`src/rtl/pipeline_hazard_ctrl_pkg.sv`:
```
// Shared definitions for the pipeline stall/flush controller:
// FSM state encodings, writeback-select codes, the canonical NOP
// and a helper that matches one source operand against a destination.
package pipe_ctrl_pkg;

    typedef enum logic [1:0] {
        RUN      = 2'd0,
        FLUSH    = 2'd1,
        MEM_WAIT = 2'd2
    } hz_state_e;

    localparam logic [1:0]  DTR_ALU  = 2'b00;
    localparam logic [1:0]  DTR_MEM  = 2'b01;
    localparam logic [1:0]  DTR_PC4  = 2'b10;

    localparam logic [31:0] NOP_INST = 32'h00000013;

    // True when a used source operand reads a non-x0 register about to be written.
    function automatic logic src_matches(input logic [4:0] src_idx,
                                         input logic       src_used,
                                         input logic [4:0] dst_idx);
        return src_used && (dst_idx != 5'd0) && (src_idx == dst_idx);
    endfunction

endpackage

```
`src/rtl/pipeline_hazard_ctrl_if.sv`:
```
// Hazard-controller bundle: pipeline status inputs, pipeline-register
// control pins and the performance-counter readouts.
// master = pipeline side, slave = the controller.
interface pipeline_hazard_ctrl_if #(
    parameter int CNT_W = 32
);
    logic [4:0]       id_rs1;
    logic [4:0]       id_rs2;
    logic             id_rs1_used;
    logic             id_rs2_used;
    logic [4:0]       exe_written_reg;
    logic             exe_reg_write;
    logic [1:0]       exe_data_to_reg;
    logic             exe_branch_valid;
    logic             exe_mispredict;
    logic             mem_req;
    logic             mem_ready;

    logic             pc_ce;
    logic             if_id_ce;
    logic             if_id_cstall;
    logic             id_exe_ce;
    logic             id_exe_dstall;
    logic             id_exe_cstall;
    logic             exe_mem_ce;
    logic             mem_wb_ce;
    logic [1:0]       busy_state;

    logic [CNT_W-1:0] perf_bubbles;
    logic [CNT_W-1:0] perf_flush_cycles;
    logic [CNT_W-1:0] perf_freeze_cycles;

    modport master (
        output id_rs1, id_rs2, id_rs1_used, id_rs2_used,
               exe_written_reg, exe_reg_write, exe_data_to_reg,
               exe_branch_valid, exe_mispredict, mem_req, mem_ready,
        input  pc_ce, if_id_ce, if_id_cstall, id_exe_ce, id_exe_dstall,
               id_exe_cstall, exe_mem_ce, mem_wb_ce, busy_state,
               perf_bubbles, perf_flush_cycles, perf_freeze_cycles
    );

    modport slave (
        input  id_rs1, id_rs2, id_rs1_used, id_rs2_used,
               exe_written_reg, exe_reg_write, exe_data_to_reg,
               exe_branch_valid, exe_mispredict, mem_req, mem_ready,
        output pc_ce, if_id_ce, if_id_cstall, id_exe_ce, id_exe_dstall,
               id_exe_cstall, exe_mem_ce, mem_wb_ce, busy_state,
               perf_bubbles, perf_flush_cycles, perf_freeze_cycles
    );

endinterface

```
`src/rtl/pipeline_hazard_perf_counters.sv`:
```
// Three saturating event counters (bubbles, flush cycles, freeze cycles).
// Only instantiated when HAZARD_PERF_CNT_EN is defined.
module hazard_perf_counters #(
    parameter int CNT_W = 32
) (
    input  logic             clk,
    input  logic             rst,
    input  logic             i_bubble,
    input  logic             i_flush,
    input  logic             i_freeze,
    output logic [CNT_W-1:0] o_bubbles,
    output logic [CNT_W-1:0] o_flush_cycles,
    output logic [CNT_W-1:0] o_freeze_cycles
);
    logic [2:0]       w_evt;
    logic [CNT_W-1:0] r_cnt [3];

    assign w_evt = {i_freeze, i_flush, i_bubble};

    genvar gi;
    generate
        for (gi = 0; gi < 3; gi++) begin : g_cnt
            // Count one per event cycle, sticking at all-ones.
            always_ff @(posedge clk or posedge rst) begin
                if (rst)
                    r_cnt[gi] <= '0;
                else if (w_evt[gi] && (r_cnt[gi] != {CNT_W{1'b1}}))
                    r_cnt[gi] <= r_cnt[gi] + 1'b1;
            end
        end
    endgenerate

    assign o_bubbles       = r_cnt[0];
    assign o_flush_cycles  = r_cnt[1];
    assign o_freeze_cycles = r_cnt[2];

endmodule

```
`src/rtl/pipeline_hazard_ctrl.sv`:
```
// Central stall/flush controller for the 5-stage RV32I pipeline.
// Priority: data-memory freeze > mispredict flush > load-use bubble.
// Optional macro HAZARD_PERF_CNT_EN adds saturating performance counters;
// without it the perf outputs are tied to zero.
module pipeline_hazard_ctrl
    import pipe_ctrl_pkg::*;
#(
    parameter int FLUSH_CYCLES = 1,
    parameter int CNT_W        = 32
) (
    input  logic                  clk,
    input  logic                  rst,
    pipeline_hazard_ctrl_if.slave hz
);
    hz_state_e  r_state;
    hz_state_e  w_state_next;
    logic [2:0] r_fcnt;
    logic [2:0] w_fcnt_next;
    logic       r_ret_flush;
    logic       w_ret_flush_next;

    logic       w_freeze;
    logic       w_mispredict;
    logic       w_load_use;
    logic       w_bubble;

    logic       w_pc_ce, w_if_id_ce, w_if_id_cstall;
    logic       w_id_exe_ce, w_id_exe_dstall, w_id_exe_cstall;
    logic       w_exe_mem_ce, w_mem_wb_ce;

    assign w_freeze     = hz.mem_req && !hz.mem_ready;
    assign w_mispredict = hz.exe_branch_valid && hz.exe_mispredict && !w_freeze;
    assign w_load_use   = hz.exe_reg_write && (hz.exe_data_to_reg == DTR_MEM) &&
                          (src_matches(hz.id_rs1, hz.id_rs1_used, hz.exe_written_reg) ||
                           src_matches(hz.id_rs2, hz.id_rs2_used, hz.exe_written_reg));
    // A bubble is only really inserted when nothing of higher priority wins.
    assign w_bubble     = (r_state == RUN) && !w_freeze && !w_mispredict && w_load_use;

    // State, flush countdown and freeze-return flag; reset aborts any sequence.
    always_ff @(posedge clk or posedge rst) begin
        if (rst) begin
            r_state     <= RUN;
            r_fcnt      <= 3'd0;
            r_ret_flush <= 1'b0;
        end else begin
            r_state     <= w_state_next;
            r_fcnt      <= w_fcnt_next;
            r_ret_flush <= w_ret_flush_next;
        end
    end

    // Next-state and control-pin decode; hazards act in the cycle they appear.
    always_comb begin
        w_state_next     = r_state;
        w_fcnt_next      = r_fcnt;
        w_ret_flush_next = r_ret_flush;
        w_pc_ce          = 1'b1;
        w_if_id_ce       = 1'b1;
        w_id_exe_ce      = 1'b1;
        w_exe_mem_ce     = 1'b1;
        w_mem_wb_ce      = 1'b1;
        w_if_id_cstall   = 1'b0;
        w_id_exe_dstall  = 1'b0;
        w_id_exe_cstall  = 1'b0;

        if (w_freeze) begin
            // Whole pipe holds; remember whether a flush was interrupted.
            w_pc_ce      = 1'b0;
            w_if_id_ce   = 1'b0;
            w_id_exe_ce  = 1'b0;
            w_exe_mem_ce = 1'b0;
            w_mem_wb_ce  = 1'b0;
            w_state_next = MEM_WAIT;
            if (r_state != MEM_WAIT)
                w_ret_flush_next = (r_state == FLUSH);
        end else begin
            unique case (r_state)
                RUN: begin
                    if (w_mispredict) begin
                        w_if_id_cstall  = 1'b1;
                        w_id_exe_cstall = 1'b1;
                        if (FLUSH_CYCLES > 1) begin
                            w_fcnt_next  = 3'(FLUSH_CYCLES - 1);
                            w_state_next = FLUSH;
                        end
                    end else if (w_bubble) begin
                        w_pc_ce         = 1'b0;
                        w_if_id_ce      = 1'b0;
                        w_id_exe_dstall = 1'b1;
                    end
                end
                FLUSH: begin
                    // Wrong-path instructions: mispredict/load-use ignored here.
                    w_if_id_cstall  = 1'b1;
                    w_id_exe_cstall = 1'b1;
                    if (r_fcnt <= 3'd1) begin
                        w_fcnt_next  = 3'd0;
                        w_state_next = RUN;
                    end else begin
                        w_fcnt_next  = r_fcnt - 3'd1;
                    end
                end
                MEM_WAIT: begin
                    w_state_next = (r_ret_flush && (r_fcnt != 3'd0)) ? FLUSH : RUN;
                end
                default: begin
                    w_state_next = RUN;
                end
            endcase
        end
    end

    assign hz.pc_ce         = w_pc_ce;
    assign hz.if_id_ce      = w_if_id_ce;
    assign hz.if_id_cstall  = w_if_id_cstall;
    assign hz.id_exe_ce     = w_id_exe_ce;
    assign hz.id_exe_dstall = w_id_exe_dstall;
    assign hz.id_exe_cstall = w_id_exe_cstall;
    assign hz.exe_mem_ce    = w_exe_mem_ce;
    assign hz.mem_wb_ce     = w_mem_wb_ce;
    assign hz.busy_state    = r_state;

`ifdef HAZARD_PERF_CNT_EN
    logic w_cstall_any;
    assign w_cstall_any = w_if_id_cstall || w_id_exe_cstall;

    hazard_perf_counters #(
        .CNT_W (CNT_W)
    ) u_perf (
        .clk             (clk),
        .rst             (rst),
        .i_bubble        (w_bubble),
        .i_flush         (w_cstall_any),
        .i_freeze        (w_freeze),
        .o_bubbles       (hz.perf_bubbles),
        .o_flush_cycles  (hz.perf_flush_cycles),
        .o_freeze_cycles (hz.perf_freeze_cycles)
    );
`else
    assign hz.perf_bubbles       = '0;
    assign hz.perf_flush_cycles  = '0;
    assign hz.perf_freeze_cycles = '0;
`endif

endmodule

```
`src/flat_wrapper.sv`:
```
// flat-port wrapper written by rule: the top's interface ports become plain ports
module pipeline_hazard_ctrl_flat import pipe_ctrl_pkg::*;
#(
    parameter int FLUSH_CYCLES = 1,
    parameter int CNT_W        = 32
)
  (clk, rst, hz_id_rs1, hz_id_rs2, hz_id_rs1_used, hz_id_rs2_used, hz_exe_written_reg, hz_exe_reg_write, hz_exe_data_to_reg, hz_exe_branch_valid, hz_exe_mispredict, hz_mem_req, hz_mem_ready, hz_pc_ce, hz_if_id_ce, hz_if_id_cstall, hz_id_exe_ce, hz_id_exe_dstall, hz_id_exe_cstall, hz_exe_mem_ce, hz_mem_wb_ce, hz_busy_state, hz_perf_bubbles, hz_perf_flush_cycles, hz_perf_freeze_cycles);
  pipeline_hazard_ctrl_if #(.CNT_W(CNT_W)) hz_i ();
  input  logic clk;
  input  logic rst;
  input wire logic [$bits(hz_i.id_rs1)-1:0] hz_id_rs1;
  input wire logic [$bits(hz_i.id_rs2)-1:0] hz_id_rs2;
  input wire logic [$bits(hz_i.id_rs1_used)-1:0] hz_id_rs1_used;
  input wire logic [$bits(hz_i.id_rs2_used)-1:0] hz_id_rs2_used;
  input wire logic [$bits(hz_i.exe_written_reg)-1:0] hz_exe_written_reg;
  input wire logic [$bits(hz_i.exe_reg_write)-1:0] hz_exe_reg_write;
  input wire logic [$bits(hz_i.exe_data_to_reg)-1:0] hz_exe_data_to_reg;
  input wire logic [$bits(hz_i.exe_branch_valid)-1:0] hz_exe_branch_valid;
  input wire logic [$bits(hz_i.exe_mispredict)-1:0] hz_exe_mispredict;
  input wire logic [$bits(hz_i.mem_req)-1:0] hz_mem_req;
  input wire logic [$bits(hz_i.mem_ready)-1:0] hz_mem_ready;
  output wire logic [$bits(hz_i.pc_ce)-1:0] hz_pc_ce;
  output wire logic [$bits(hz_i.if_id_ce)-1:0] hz_if_id_ce;
  output wire logic [$bits(hz_i.if_id_cstall)-1:0] hz_if_id_cstall;
  output wire logic [$bits(hz_i.id_exe_ce)-1:0] hz_id_exe_ce;
  output wire logic [$bits(hz_i.id_exe_dstall)-1:0] hz_id_exe_dstall;
  output wire logic [$bits(hz_i.id_exe_cstall)-1:0] hz_id_exe_cstall;
  output wire logic [$bits(hz_i.exe_mem_ce)-1:0] hz_exe_mem_ce;
  output wire logic [$bits(hz_i.mem_wb_ce)-1:0] hz_mem_wb_ce;
  output wire logic [$bits(hz_i.busy_state)-1:0] hz_busy_state;
  output wire logic [$bits(hz_i.perf_bubbles)-1:0] hz_perf_bubbles;
  output wire logic [$bits(hz_i.perf_flush_cycles)-1:0] hz_perf_flush_cycles;
  output wire logic [$bits(hz_i.perf_freeze_cycles)-1:0] hz_perf_freeze_cycles;
  assign hz_i.id_rs1 = hz_id_rs1;
  assign hz_i.id_rs2 = hz_id_rs2;
  assign hz_i.id_rs1_used = hz_id_rs1_used;
  assign hz_i.id_rs2_used = hz_id_rs2_used;
  assign hz_i.exe_written_reg = hz_exe_written_reg;
  assign hz_i.exe_reg_write = hz_exe_reg_write;
  assign hz_i.exe_data_to_reg = hz_exe_data_to_reg;
  assign hz_i.exe_branch_valid = hz_exe_branch_valid;
  assign hz_i.exe_mispredict = hz_exe_mispredict;
  assign hz_i.mem_req = hz_mem_req;
  assign hz_i.mem_ready = hz_mem_ready;
  assign hz_pc_ce = hz_i.pc_ce;
  assign hz_if_id_ce = hz_i.if_id_ce;
  assign hz_if_id_cstall = hz_i.if_id_cstall;
  assign hz_id_exe_ce = hz_i.id_exe_ce;
  assign hz_id_exe_dstall = hz_i.id_exe_dstall;
  assign hz_id_exe_cstall = hz_i.id_exe_cstall;
  assign hz_exe_mem_ce = hz_i.exe_mem_ce;
  assign hz_mem_wb_ce = hz_i.mem_wb_ce;
  assign hz_busy_state = hz_i.busy_state;
  assign hz_perf_bubbles = hz_i.perf_bubbles;
  assign hz_perf_flush_cycles = hz_i.perf_flush_cycles;
  assign hz_perf_freeze_cycles = hz_i.perf_freeze_cycles;
  pipeline_hazard_ctrl #(.FLUSH_CYCLES(FLUSH_CYCLES), .CNT_W(CNT_W)) u_core (.clk(clk), .rst(rst), .hz(hz_i));
endmodule
```
`config.mk`:
```
export PLATFORM = sky130hd
export DESIGN_NAME = pipeline_hazard_ctrl_flat
export DESIGN_NICKNAME = d
export VERILOG_FILES = /design/src/rtl/pipeline_hazard_ctrl_pkg.sv /design/src/rtl/pipeline_hazard_ctrl_if.sv /design/src/rtl/pipeline_hazard_perf_counters.sv /design/src/rtl/pipeline_hazard_ctrl.sv /design/src/flat_wrapper.sv
export SDC_FILE = /design/constraint.sdc
export NUM_CORES = 1
export LEC_CHECK = 0
export BUFFER_PORTS_ARGS = -buffer_cell sky130_fd_sc_hd__clkbuf_2
export CAP_MARGIN = 20
export CORE_MARGIN = 4
export CORE_UTILIZATION = 36
export DETAILED_ROUTE_END_ITERATION = 10
export GPL_ROUTABILITY_DRIVEN = 0
export HOLD_SLACK_MARGIN = 0.03
export PLACE_DENSITY = 0.92
export SYNTH_ARGS = -nofsm -noshare
export SYNTH_HDL_FRONTEND = slang
export SYNTH_SLANG_ARGS = --single-unit
```
`constraint.sdc`:
```
create_clock -name clk -period 1.27 [get_ports clk]
set_input_delay 0.0635 -clock clk [delete_from_list [all_inputs] [get_ports clk]]
set_output_delay 0.0635 -clock clk [all_outputs]
set_load 0.05 [all_outputs]
```
Word-level counts from Yosys, hierarchy flattened
Index checks and enable logic that the tools add are counted.
{"block": "totals", "inputBits": 26, "latch_bits": 0, "rom_bits": 0, "n_memories": 0, "register_bits": 6, "ramBits": 0, "elab_cells": 54, "output_inout_bits": 106}
{"block": "op_classes", "bitwise_logic": 1, "magnitude_cmp": 1, "n_mul": 0, "shift": 0, "muxes": 17, "n_div": 0, "addsub": 1, "eq_ne": 8, "reduce_logical": 23}
{"cell": "logical AND 1 bit", "n": 13}
{"cell": "two-way mux 1 bit", "n": 12}
{"cell": "equality test 5 bit", "n": 2}
{"cell": "case mux 2 bit (3 select lines)", "n": 1}
{"cell": "AND reduction 2 bit", "n": 3}
{"cell": "nonzero test 5 bit", "n": 1}
{"cell": "equality test 2 x 1 -> 1 bit (second input constant)", "n": 2}
{"cell": "two-way mux 2 bit", "n": 2}
{"cell": "<= comparator 3 x 1 -> 1 bit (second input constant)", "n": 1}
{"cell": "zero test 1 bit", "n": 3}
{"cell": "two-way mux 3 bit", "n": 1}
{"cell": "!= test 3 x 2 -> 1 bit (second input constant)", "n": 1}
{"cell": "nonzero test 3 bit", "n": 1}
{"cell": "subtractor 3 x 1 -> 3 bit (second input constant)", "n": 1}
{"cell": "equality test 2 bit (second input constant)", "n": 1}
{"cell": "zero test 2 bit", "n": 1}
{"cell": "!= test 2 x 1 -> 1 bit (second input constant)", "n": 1}
{"cell": "!= test 2 bit (second input constant)", "n": 1}
{"cell": "case mux 1 bit (2 select lines)", "n": 1}
{"cell": "logical OR 1 bit", "n": 1}
{"cell": "inverter 1 bit", "n": 1}

Logic depth before layout (Yosys ltp)
Gate-level depths: netlist of run 1.
{"block": "depth", "depth_word": 11, "ltp_mapped": 6, "mapped_depth_nobuf": 6}

Worst setup path after synthesis of run 1
Ideal clock, no wire load.
{"block": "synth_timing", "path_kind": "reg-to-output", "from": "reg u_core.r_state[0], in the netlist u_core.hz.busy_state[0]", "to": "out hz_id_exe_dstall", "arrival_time_ns": 2.560, "stages_incl_launch_ff": 4, "n_path_buf": 0, "slack_ns": -1.354, "required_ns": 1.207, "path_cell_list": "dfrtp_1 -> a21oi_2 -> o211ai_2 -> nor4b_1"}
{"block": "synth_between", "elab_chain_len": 8}
{"item": "start: declaration", "line_no": "pipeline_hazard_ctrl.sv:15", "source": "hz_state_e r_state;"}
{"item": "start signal: assignment", "line_no": "pipeline_hazard_ctrl.sv:46", "source": "r_state <= w_state_next;"}
{"item": "zero test 2 bit *", "line_no": "pipeline_hazard_ctrl.sv:37, pipeline_hazard_ctrl.sv:77"}
{"item": "logical AND 1 bit (3 in series)", "line_no": "pipeline_hazard_ctrl.sv:37", "source": "assign w_bubble = (r_state == RUN) && !w_freeze && !w_mispredict && w_load_use;"}
{"item": "two-way mux 1 bit", "line_no": "pipeline_hazard_ctrl.sv:86", "source": "end else if (w_bubble) begin"}
{"item": "two-way mux 1 bit", "line_no": "pipeline_hazard_ctrl.sv:79", "source": "if (w_mispredict) begin"}
{"item": "two-way mux 1 bit *", "line_no": "pipeline_hazard_ctrl.sv:77", "source": "unique case (r_state)"}
{"item": "two-way mux 1 bit *", "line_no": "pipeline_hazard_ctrl.sv:66", "source": "if (w_freeze) begin"}
{"item": "end: declaration", "line_no": "flat_wrapper.sv:26", "source": "output wire logic [$bits(hz_i.id_exe_dstall)-1:0] hz_id_exe_dstall;"}
Mark *: on every way between the ends. The rest lies on a longest branch, timed or not.

Worst setup path in the final report of run 1
Ends and elaborated chain as after synthesis.

==> results of run 1 <==
Yosys cell counts, types with 2 or more instances:
cell type and number:
nand3_1 2, buf_4 101, nand2_1 7, nand2b_1 2, ha_1 3, o21ai_1 3
o22ai_1 3, a21oi_2 2, xnor2_1 10, inv_1 4, dfrtp_1 6, nand4_1 2
cell type report:
cell class,count,area (um2),area share
sequential,6,156.4,0.1176
tap,46,57.56,0.04327
inverter,5,18.77,0.01411
timing repair buffer,46,312.8,0.2352
clock buffer,3,22.52,0.01693
multi-input combinational,142,762.0,0.5729
per-stage QoR:
stage               TNS, ns  cell area, um2  total power, mW
floorplan           -0.7855            1679            1.410
global placement    -0.4455            1210            1.275
detailed placement  -0.5322            1210            1.303
CTS                 -0.5001            1286            1.500
global route         -1.111            1330            1.681
finish              -0.7907            1330            1.585
cell families after synthesis:
family | count (synthesis) | synth area share
mux | 1 | 0.008910
fa+ha+maj | 3 | 0.02971
flops | 6 | 0.1188
other cells | 1 | 0.002967
compound gates | 11 | 0.06238
buf+inv | 106 | 0.6148
xor+xnor | 10 | 0.06930
simple gates | 21 | 0.09308
worst max-delay path: stages, from the launching register on:
cell      delay, ns
dfrtp_2        0.41
a21oi_4        0.16
o211ai_4       0.11
nor4b_4        0.26
clkbuf_8       0.22
registers in the layout, summed over array words and instances, names as in the netlist:
name,count
u_core.hz.busy_state,2
u_core.r_ret_flush,1
u_core.r_fcnt,3
timing repair:
item | in CTS | in global routing
hold endpoints to repair | 6 | 0
hold buffers | 1 | 0
buffers inserted | 0 | 2
gates resized for setup | 10 | 11
endpoints found under the setup margin | 5 | 7
pin swaps | 0 | 3
per-layer routing:
metal	track usage	routed length (um)
met2	0.1620	1280
met4	0.06835	64
met3	0.01498	285
met1	0.09372	713
met5	0	0
final timing paths:
| path | end | slack, ns | cells past startpoint |
|---|---|---|---|
| worst max-delay path | hz_id_exe_dstall | -0.20 | 4 |
| worst min-delay path | u_core.hz.busy_state[1] | 0.27 | 3 |
| worst max register to register | u_core.r_fcnt[2] | 0.03 | 4 |
| worst min register to register | u_core.r_ret_flush | 0.51 | 2 |
| max in group asynchronous | u_core.hz.busy_state[1] | 0.75 | 3 |
| min in group asynchronous | u_core.r_fcnt[1] | 0.28 | 3 |
power by group through the flow:
stage / Sequential (mW) / Clock [mW] / Combinational (mW)
2_1_floorplan: 0.293 / 0 / 1.12
3_3_place_gp: 0.285 / 0 / 0.990
3_5_place_dp: 0.289 / 0 / 1.01
4_1_cts: 0.287 / 0.182 / 1.03
6_report: 0.298 / 0.177 / 1.11
5_1_grt: 0.306 / 0.197 / 1.18
==> impl_metrics.env, run 1 <==
export IMPL_status="finished with violations"
export IMPL_failed_checks="setup timing"
export IMPL_fin_cells=248
export IMPL_critPathCaptureType="output pin"
export IMPL_port_buffers=35
export IMPL_finalHoldViolCount=0
export IMPL_grt_pass1_vias=702
export IMPL_hold_path_class="input pin to register"
export IMPL_htreeDepth=1
export IMPL_cp_max_fo=2
export IMPL_ys_warnings_count=0
export IMPL_die_area_um2=4522
export IMPL_syn_area_per_cell_um2=7.948
export IMPL_rsz0062_at_grt="yes"
export IMPL_grt_overflow_total=0
export IMPL_drv_cap=0
export IMPL_antenna_found_initial=0
export IMPL_cts_made_buffers=3
export IMPL_drive_above_1_share=0.3218
export IMPL_ir_worst_vdd_mv=0.3533
export IMPL_p_comb_frac=0.701
export IMPL_drt_iter0_markers=21
export IMPL_vias=836
export IMPL_p_seq_frac=0.188
export IMPL_r2r_start="u_core.hz.busy_state[1]"
export IMPL_final_common_cell="conb_1"
export IMPL_wl_mm=2.344
export IMPL_holdWs_ns=0.2673
export IMPL_crit_arrival_ns=1.41
export IMPL_track_usage=0.09053
export IMPL_internal_power_uw=585.8
export IMPL_core_area_um2=3363
export IMPL_synth_async_sr_flop_share=1.000
export IMPL_ant_nets=0
export IMPL_ys_seq_elements=6
export IMPL_finalCritPeriodShare=1.159
export IMPL_nNetsFinal=233
export IMPL_clock_skew_ns=0.0009500
export IMPL_cts_tree="built"
export IMPL_hpwl_mm=2.020
export IMPL_clkSlewWorstSetupHoldPaths_ns=0.04
export IMPL_row_count=21
export IMPL_grt_max_degree=7
export IMPL_place_ws_ns=-0.1967
export IMPL_wl_per_cell_um=9.452
export IMPL_worst_slack_ns=-0.2018
export IMPL_clk_latency_ns=0.24
export IMPL_dp_cells=242
export IMPL_diodes=0
export IMPL_synth_cells=159
export IMPL_drc=0
export IMPL_path_class="register to output pin"
export IMPL_synth_area_um2=1264
export IMPL_die_x_um=67.25
export IMPL_synth_largest_area_cell="buf_4"
export IMPL_dr_pass1_iters=2
export IMPL_required_ns=1.21
export IMPL_routed_via_density=3.371
export IMPL_p_leak_nw=0.7859
export IMPL_critPathLaunch="u_core.hz.busy_state[0]"
export IMPL_syn_to_final_growth_pct=5.248
export IMPL_synth_flop_cell="dfrtp_1"
export IMPL_start_kind="register"
export IMPL_synth_top_area_frac=0.6000
export IMPL_num_io_pins=132
export IMPL_synth_edf_count=0
export IMPL_setup_viol=5
export IMPL_grt_pass1_wl_mm=2.994
export IMPL_num_fill_cells=359
export IMPL_timing_fmax_ghz=0.6794
export IMPL_clkPwrFrac=0.112
export IMPL_cts_sinks=6
export IMPL_synth_distinct_cells=26
export IMPL_min_period_ns=1.472
export IMPL_p_per_area_nw_per_um2=1191
export IMPL_synth_seq_area_share=0.1188
export IMPL_start_util=0.3757
export IMPL_hp_start="hz_mem_req"
export IMPL_switchingPower_uw=998.9
export IMPL_synth_area_leaders="buf_4, dfrtp_1, xnor2_1"
export IMPL_die_h_um=67.25
export IMPL_final_core_util=0.3955
export IMPL_clockBufferDepth=2
export IMPL_switching_share=0.6303
export IMPL_drv_slew=0
export IMPL_clockRootBuffer="clkbuf_4"
export IMPL_layout_common_cells="conb_1, clkbuf_2, xnor2_1"
(Power assumes the default switching activity.)
==> run 2: changes to the inputs <==
==> constraint.sdc (replaced) <==
create_clock -name clk -period 1.4 [get_ports clk]
set_input_delay 0.07 -clock clk [delete_from_list [all_inputs] [get_ports clk]]
set_output_delay 0.07 -clock clk [all_outputs]
set_load 0.05 [all_outputs]
==> run 2 against run 1 <==
The run still ends with setup timing left. Die area did not move. Clock power decreased by 11%. Combinational power is 13% lower. Utilization grew 0.22 points. Wire length is 4.5% lower. Register-to-register slack better by 0.11 ns. Count of clock-buffer cells in the layout did not move. Sequential cell count did not move. Global-route usage is 0.27 points lower. Worst setup slack improved by 0.020 ns. Sequential power shrank 14%. Clock skew up 0.00074 ns.
==> impl_metrics.env, run 2 (same netlist as run 1, synthesis figures left out) <==
export IMPL_status="finished with violations"
export IMPL_failed_checks="setup timing"
export IMPL_p_per_area_nw_per_um2=1028
export IMPL_die_x_um=67.25
export IMPL_clkPwrFrac=0.114
export IMPL_clkSlewWorstSetupHoldPaths_ns=0.04
export IMPL_timing_fmax_ghz=0.6321
export IMPL_finalCritPeriodShare=1.130
export IMPL_setup_viol=5
export IMPL_drv_slew=0
export IMPL_required_ns=1.33
export IMPL_row_count=21
export IMPL_drv_cap=0
export IMPL_port_buffers=35
export IMPL_holdPathEnd="u_core.r_ret_flush"
export IMPL_layout_common_cells="conb_1, clkbuf_2, buf_4"
export IMPL_clk_latency_ns=0.24
export IMPL_clock_skew_ns=0.001689
export IMPL_holdWs_ns=0.2546
export IMPL_clockRootBuffer="clkbuf_4"
export IMPL_cts_tree="built"
export IMPL_antenna_found_initial=0
export IMPL_die_area_um2=4522
export IMPL_ir_worst_vdd_mv=0.3165
export IMPL_track_usage=0.08783
export IMPL_hold_path_class="input pin to register"
export IMPL_r2r_start="u_core.hz.busy_state[0]"
export IMPL_worstReg2RegEnd="u_core.r_fcnt[2]"
export IMPL_htreeDepth=1
export IMPL_p_comb_frac=0.700
export IMPL_num_io_pins=132
export IMPL_grt_pass1_vias=757
export IMPL_internal_power_uw=495.7
export IMPL_grt_pass1_wl_mm=3.049
export IMPL_core_area_um2=3363
export IMPL_switching_share=0.6394
export IMPL_routed_via_density=3.371
export IMPL_drt_iter0_markers=34
export IMPL_start_kind="register"
export IMPL_cts_sinks=6
export IMPL_hp_start="hz_mem_req"
export IMPL_rrSetupSlack_ns=0.14
export IMPL_wl_per_cell_um=8.920
export IMPL_rr_worst_depth=4
export IMPL_ant_nets=0
export IMPL_grt_overflow_total=0
export IMPL_dr_pass1_iters=4
export IMPL_grt_max_degree=7
export IMPL_rsz0062_at_grt="yes"
export IMPL_p_seq_frac=0.186
export IMPL_finalHoldViolCount=0
export IMPL_final_common_cell="conb_1"
export IMPL_min_period_ns=1.582
export IMPL_syn_to_final_growth_pct=5.841
export IMPL_start_util=0.3757
export IMPL_diodes=0
export IMPL_cp_max_fo=2
export IMPL_drc=0
export IMPL_crit_arrival_ns=1.51
export IMPL_path_class="register to output pin"
export IMPL_vias=846
export IMPL_top_register="u_core.r_fcnt"
export IMPL_switchingPower_uw=879.0
export IMPL_wl_mm=2.239
export IMPL_die_h_um=67.25
export IMPL_worst_slack_ns=-0.1820
export IMPL_p_leak_nw=0.7936
export IMPL_min_delay_path_depth=3
export IMPL_largest_reg_flops=3
export IMPL_cts_made_buffers=3
export IMPL_drive_above_1_share=0.2976
export IMPL_hpwl_mm=2.034
export IMPL_critPathCaptureType="output pin"
export IMPL_power_total_mw=1.375
export IMPL_nNetsFinal=236
export IMPL_clockBufferDepth=2
run 2: worst max-delay path by stage:
stage,start,endpoint,slack [ns]
after floorplan,u_core.hz.busy_state[0],hz_id_exe_dstall,-0.18
after global placement,hz_exe_written_reg[1],hz_pc_ce,-0.01
after detailed placement,hz_exe_written_reg[1],hz_pc_ce,-0.03
after CTS,u_core.hz.busy_state[0],hz_id_exe_dstall,-0.21
after global routing,u_core.hz.busy_state[0],hz_id_exe_dstall,-0.23
final,u_core.hz.busy_state[0],hz_id_exe_dstall,-0.18
run 2: what timing repair did:
action                     CTS  global route
setup endpoints to repair    3             5
resized for setup            8             7
pin swaps                    2             2
buffers inserted             2             2
hold buffers                 1             0
hold endpoints to repair     6             0
run 2: stage by stage:
step                  util  cells  TNS (ns)  area, um2  worst slack, ns
global placement    0.3657    243  -0.02679       1230         -0.01376
finish              0.3977    251   -0.5933       1338          -0.1820
floorplan                -    254   -0.3510       1677          -0.1782
detailed placement  0.3657    243  -0.07048       1230         -0.03455
CTS                 0.3891    249   -0.3461       1309          -0.2055
global route        0.3977    251   -0.8574       1338          -0.2317
run 2: power by group through the flow:
stage	sequential [mW]	combinational, mW	clock [mW]
2_1_floorplan	0.265	1.01	0
3_3_place_gp	0.256	0.901	0
3_5_place_dp	0.259	0.924	0
4_1_cts	0.257	0.942	0.164
5_1_grt	0.261	1.02	0.175
6_report	0.256	0.962	0.157
run 2: final cells by class:
type                            count  area, um2
Timing Repair Buffer               49      337.8
Multi-Input combinational cell    142      748.2
Inverter                            5      18.77
Clock buffer                        3      22.52
Sequential cell                     6      152.6
Fill cell                         359       2026
Tap cell                           46      57.56
run 2: worst max-delay path: stages, from the launching register on:
cell	delay (ns)
dfrtp_2	0.41
a21oi_4	0.16
o211ai_4	0.10
buf_6	0.13
nor4b_4	0.30
buf_12	0.18
run 2: routing by layer:
metal / up-vias / track usage / wire (um)
li1: 396 / - / -
met1: 379 / 0.09191 / 662
met2: 69 / 0.1693 / 1262
met3: 2 / 0.009983 / 290
met4: 0 / 0.04557 / 25
met5: - / 0 / 0
==> run 3: changes to the inputs <==
--- a/config.mk
+++ b/config.mk
@@ -11,6 +11,7 @@
 export CORE_UTILIZATION = 36
 export DETAILED_ROUTE_END_ITERATION = 10
 export GPL_ROUTABILITY_DRIVEN = 0
+export GPL_TIMING_DRIVEN = 0
 export HOLD_SLACK_MARGIN = 0.03
 export PLACE_DENSITY = 0.92
 export SYNTH_ARGS = -nofsm -noshare
==> run 3 against run 2 <==
Critical endpoint is now hz_pc_ce. Sequential power rose by 2%. Highest routed layer unchanged. Wire length is 29% higher. The run still ends with setup timing left. Die area stayed put.
==> impl_metrics.env, run 3 (same netlist as run 1, synthesis figures left out) <==
export IMPL_status="finished with violations"
export IMPL_failed_checks="setup timing"
export IMPL_placed_area_um2=1909
export IMPL_routed_via_density=3.279
export IMPL_min_delay_path_depth=4
export IMPL_syn_to_final_growth_pct=58.22
export IMPL_cp_max_fo=3
export IMPL_vias=1118
export IMPL_nNetsFinal=326
export IMPL_rr_worst_depth=4
export IMPL_grt_pass1_wl_mm=4.209
export IMPL_finalCritPeriodShare=1.079
export IMPL_die_x_um=67.25
export IMPL_max_stage_delay_ns=0.54
export IMPL_antenna_found_initial=0
export IMPL_p_leak_nw=1.288
export IMPL_clk_latency_ns=0.24
export IMPL_path_class="input pin to output pin"
export IMPL_cp_slowest_cell="or4_4"
export IMPL_fin_cells=341
export IMPL_p_comb_frac=0.735
export IMPL_drv_slew=0
export IMPL_timing_fmax_ghz=0.6617
export IMPL_drt_iter0_markers=22
export IMPL_wl_mm=2.891
export IMPL_dp_cells=335
export IMPL_htreeDepth=1
export IMPL_switchingPower_uw=910.4
export IMPL_core_area_um2=3363
export IMPL_port_buffers=35
export IMPL_holdPathEnd="u_core.r_ret_flush"
export IMPL_drv_cap=0
export IMPL_critPathCaptureType="output pin"
export IMPL_final_area_um2=1999
export IMPL_num_fill_cells=318
export IMPL_layout_common_cells="buf_4, conb_1, clkbuf_2"
export IMPL_crit_arrival_ns=1.44
export IMPL_start_kind="input pin"
export IMPL_drive_above_1_share=0.5153
export IMPL_clockRootBuffer="clkbuf_4"
export IMPL_setup_viol=3
export IMPL_largest_reg_flops=3
export IMPL_clock_skew_ns=0.001635
export IMPL_ant_nets=0
export IMPL_final_common_cell="buf_4"
export IMPL_internal_power_uw=665.6
export IMPL_switching_share=0.5777
export IMPL_grt_max_degree=10
export IMPL_r2r_start="u_core.hz.busy_state[0]"
export IMPL_row_count=21
export IMPL_grt_overflow_total=0
export IMPL_power_total_mw=1.576
export IMPL_start_util=0.3757
export IMPL_worstReg2RegEnd="u_core.r_fcnt[2]"
export IMPL_clockBufferDepth=2
export IMPL_rsz0062_at_grt="yes"
export IMPL_hpwl_mm=2.673
export IMPL_required_ns=1.33
export IMPL_top_register="u_core.r_fcnt"
export IMPL_dr_pass1_iters=4
export IMPL_min_period_ns=1.511
export IMPL_track_usage=0.1214
export IMPL_rrSetupSlack_ns=0.12
export IMPL_clkPwrFrac=0.100
export IMPL_die_area_um2=4522
export IMPL_die_h_um=67.25
export IMPL_hp_start="hz_mem_req"
export IMPL_cts_made_buffers=3
export IMPL_grt_pass1_vias=1057
export IMPL_cts_sinks=6
export IMPL_wl_per_cell_um=8.478
export IMPL_num_io_pins=132
export IMPL_drc=0
export IMPL_diodes=0
export IMPL_worst_slack_ns=-0.1112
export IMPL_p_seq_frac=0.165
export IMPL_path_cells="buf_4, or4_4, o211ai_4, nor2_2, a21oi_4, buf_6, clkbuf_16"
export IMPL_finalHoldViolCount=0
export IMPL_cts_tree="built"
export IMPL_ir_worst_vdd_mv=0.3289
export IMPL_hold_path_class="input pin to register"
export IMPL_p_per_area_nw_per_um2=788.2
export IMPL_clkSlewWorstSetupHoldPaths_ns=0.04
-- run 3: how the worst max path moves through the flow --
stage                                  from                to  slack (ns)
floorplan           u_core.hz.busy_state[0]  hz_id_exe_dstall       -0.18
global placement      hz_exe_written_reg[1]          hz_pc_ce       -0.17
detailed placement    hz_exe_written_reg[1]          hz_pc_ce       -0.19
CTS                 u_core.hz.busy_state[0]          hz_pc_ce       -0.11
global route          hz_exe_written_reg[1]          hz_pc_ce       -0.14
finish                hz_exe_written_reg[1]          hz_pc_ce       -0.11
-- run 3: routing by layer --
layer	vias to the layer above	track usage	wire length, um
li1	580	-	-
met1	459	0.1059	840
met2	71	0.2442	1637
met3	8	0.02662	320
met4	0	0.07595	93
met5	-	0	0
-- run 3: area by class of cell --
class	count	area [um2]	share of cell area
inverter	5	18.77	0.009387
tap	46	57.56	0.02879
multi-input combinational	142	749.5	0.3748
buffer	101	762.0	0.3811
sequential	6	152.6	0.07635
timing repair buffer	38	236.5	0.1183
clock buffer	3	22.52	0.01126
-- run 3: critical path, delay by kind of cell --
kind / cells / cell delay (ns)
simple gates: 2 / 0.62
compound gates: 2 / 0.37
buf+inv: 3 / 0.39
-- run 3: power by group through the flow --
stage          clock network, mW  registers [mW]  logic (mW)
5_1_grt                    0.170           0.265        1.24
3_5_place_dp                   0           0.263        1.12
4_1_cts                    0.161           0.259        1.14
2_1_floorplan                  0           0.265        1.01
3_3_place_gp                   0           0.260        1.10
6_report                   0.157           0.260        1.16
-- run 3: metrics by stage --
| step | util | hold slack, ns | setup WS (ns) | setup TNS (ns) |
|---|---|---|---|---|
| floorplan | - | -0.1392 | -0.1782 | -0.3510 |
| global placement | 0.5677 | -0.02162 | -0.1717 | -0.3199 |
| detailed placement | 0.5677 | -0.01951 | -0.1908 | -0.3995 |
| CTS | 0.5919 | 0.2524 | -0.1110 | -0.3103 |
| global route | 0.5945 | 0.2737 | -0.1444 | -0.4101 |
| finish | 0.5945 | 0.2474 | -0.1112 | -0.2640 |
-- run 3: timing repair --
item,CTS,global route
hold buffers,1,0
setup buffers,2,0
gates resized for setup,7,3
endpoints found under the hold margin,6,0
pin swaps,1,2
endpoints found under the setup margin,3,4
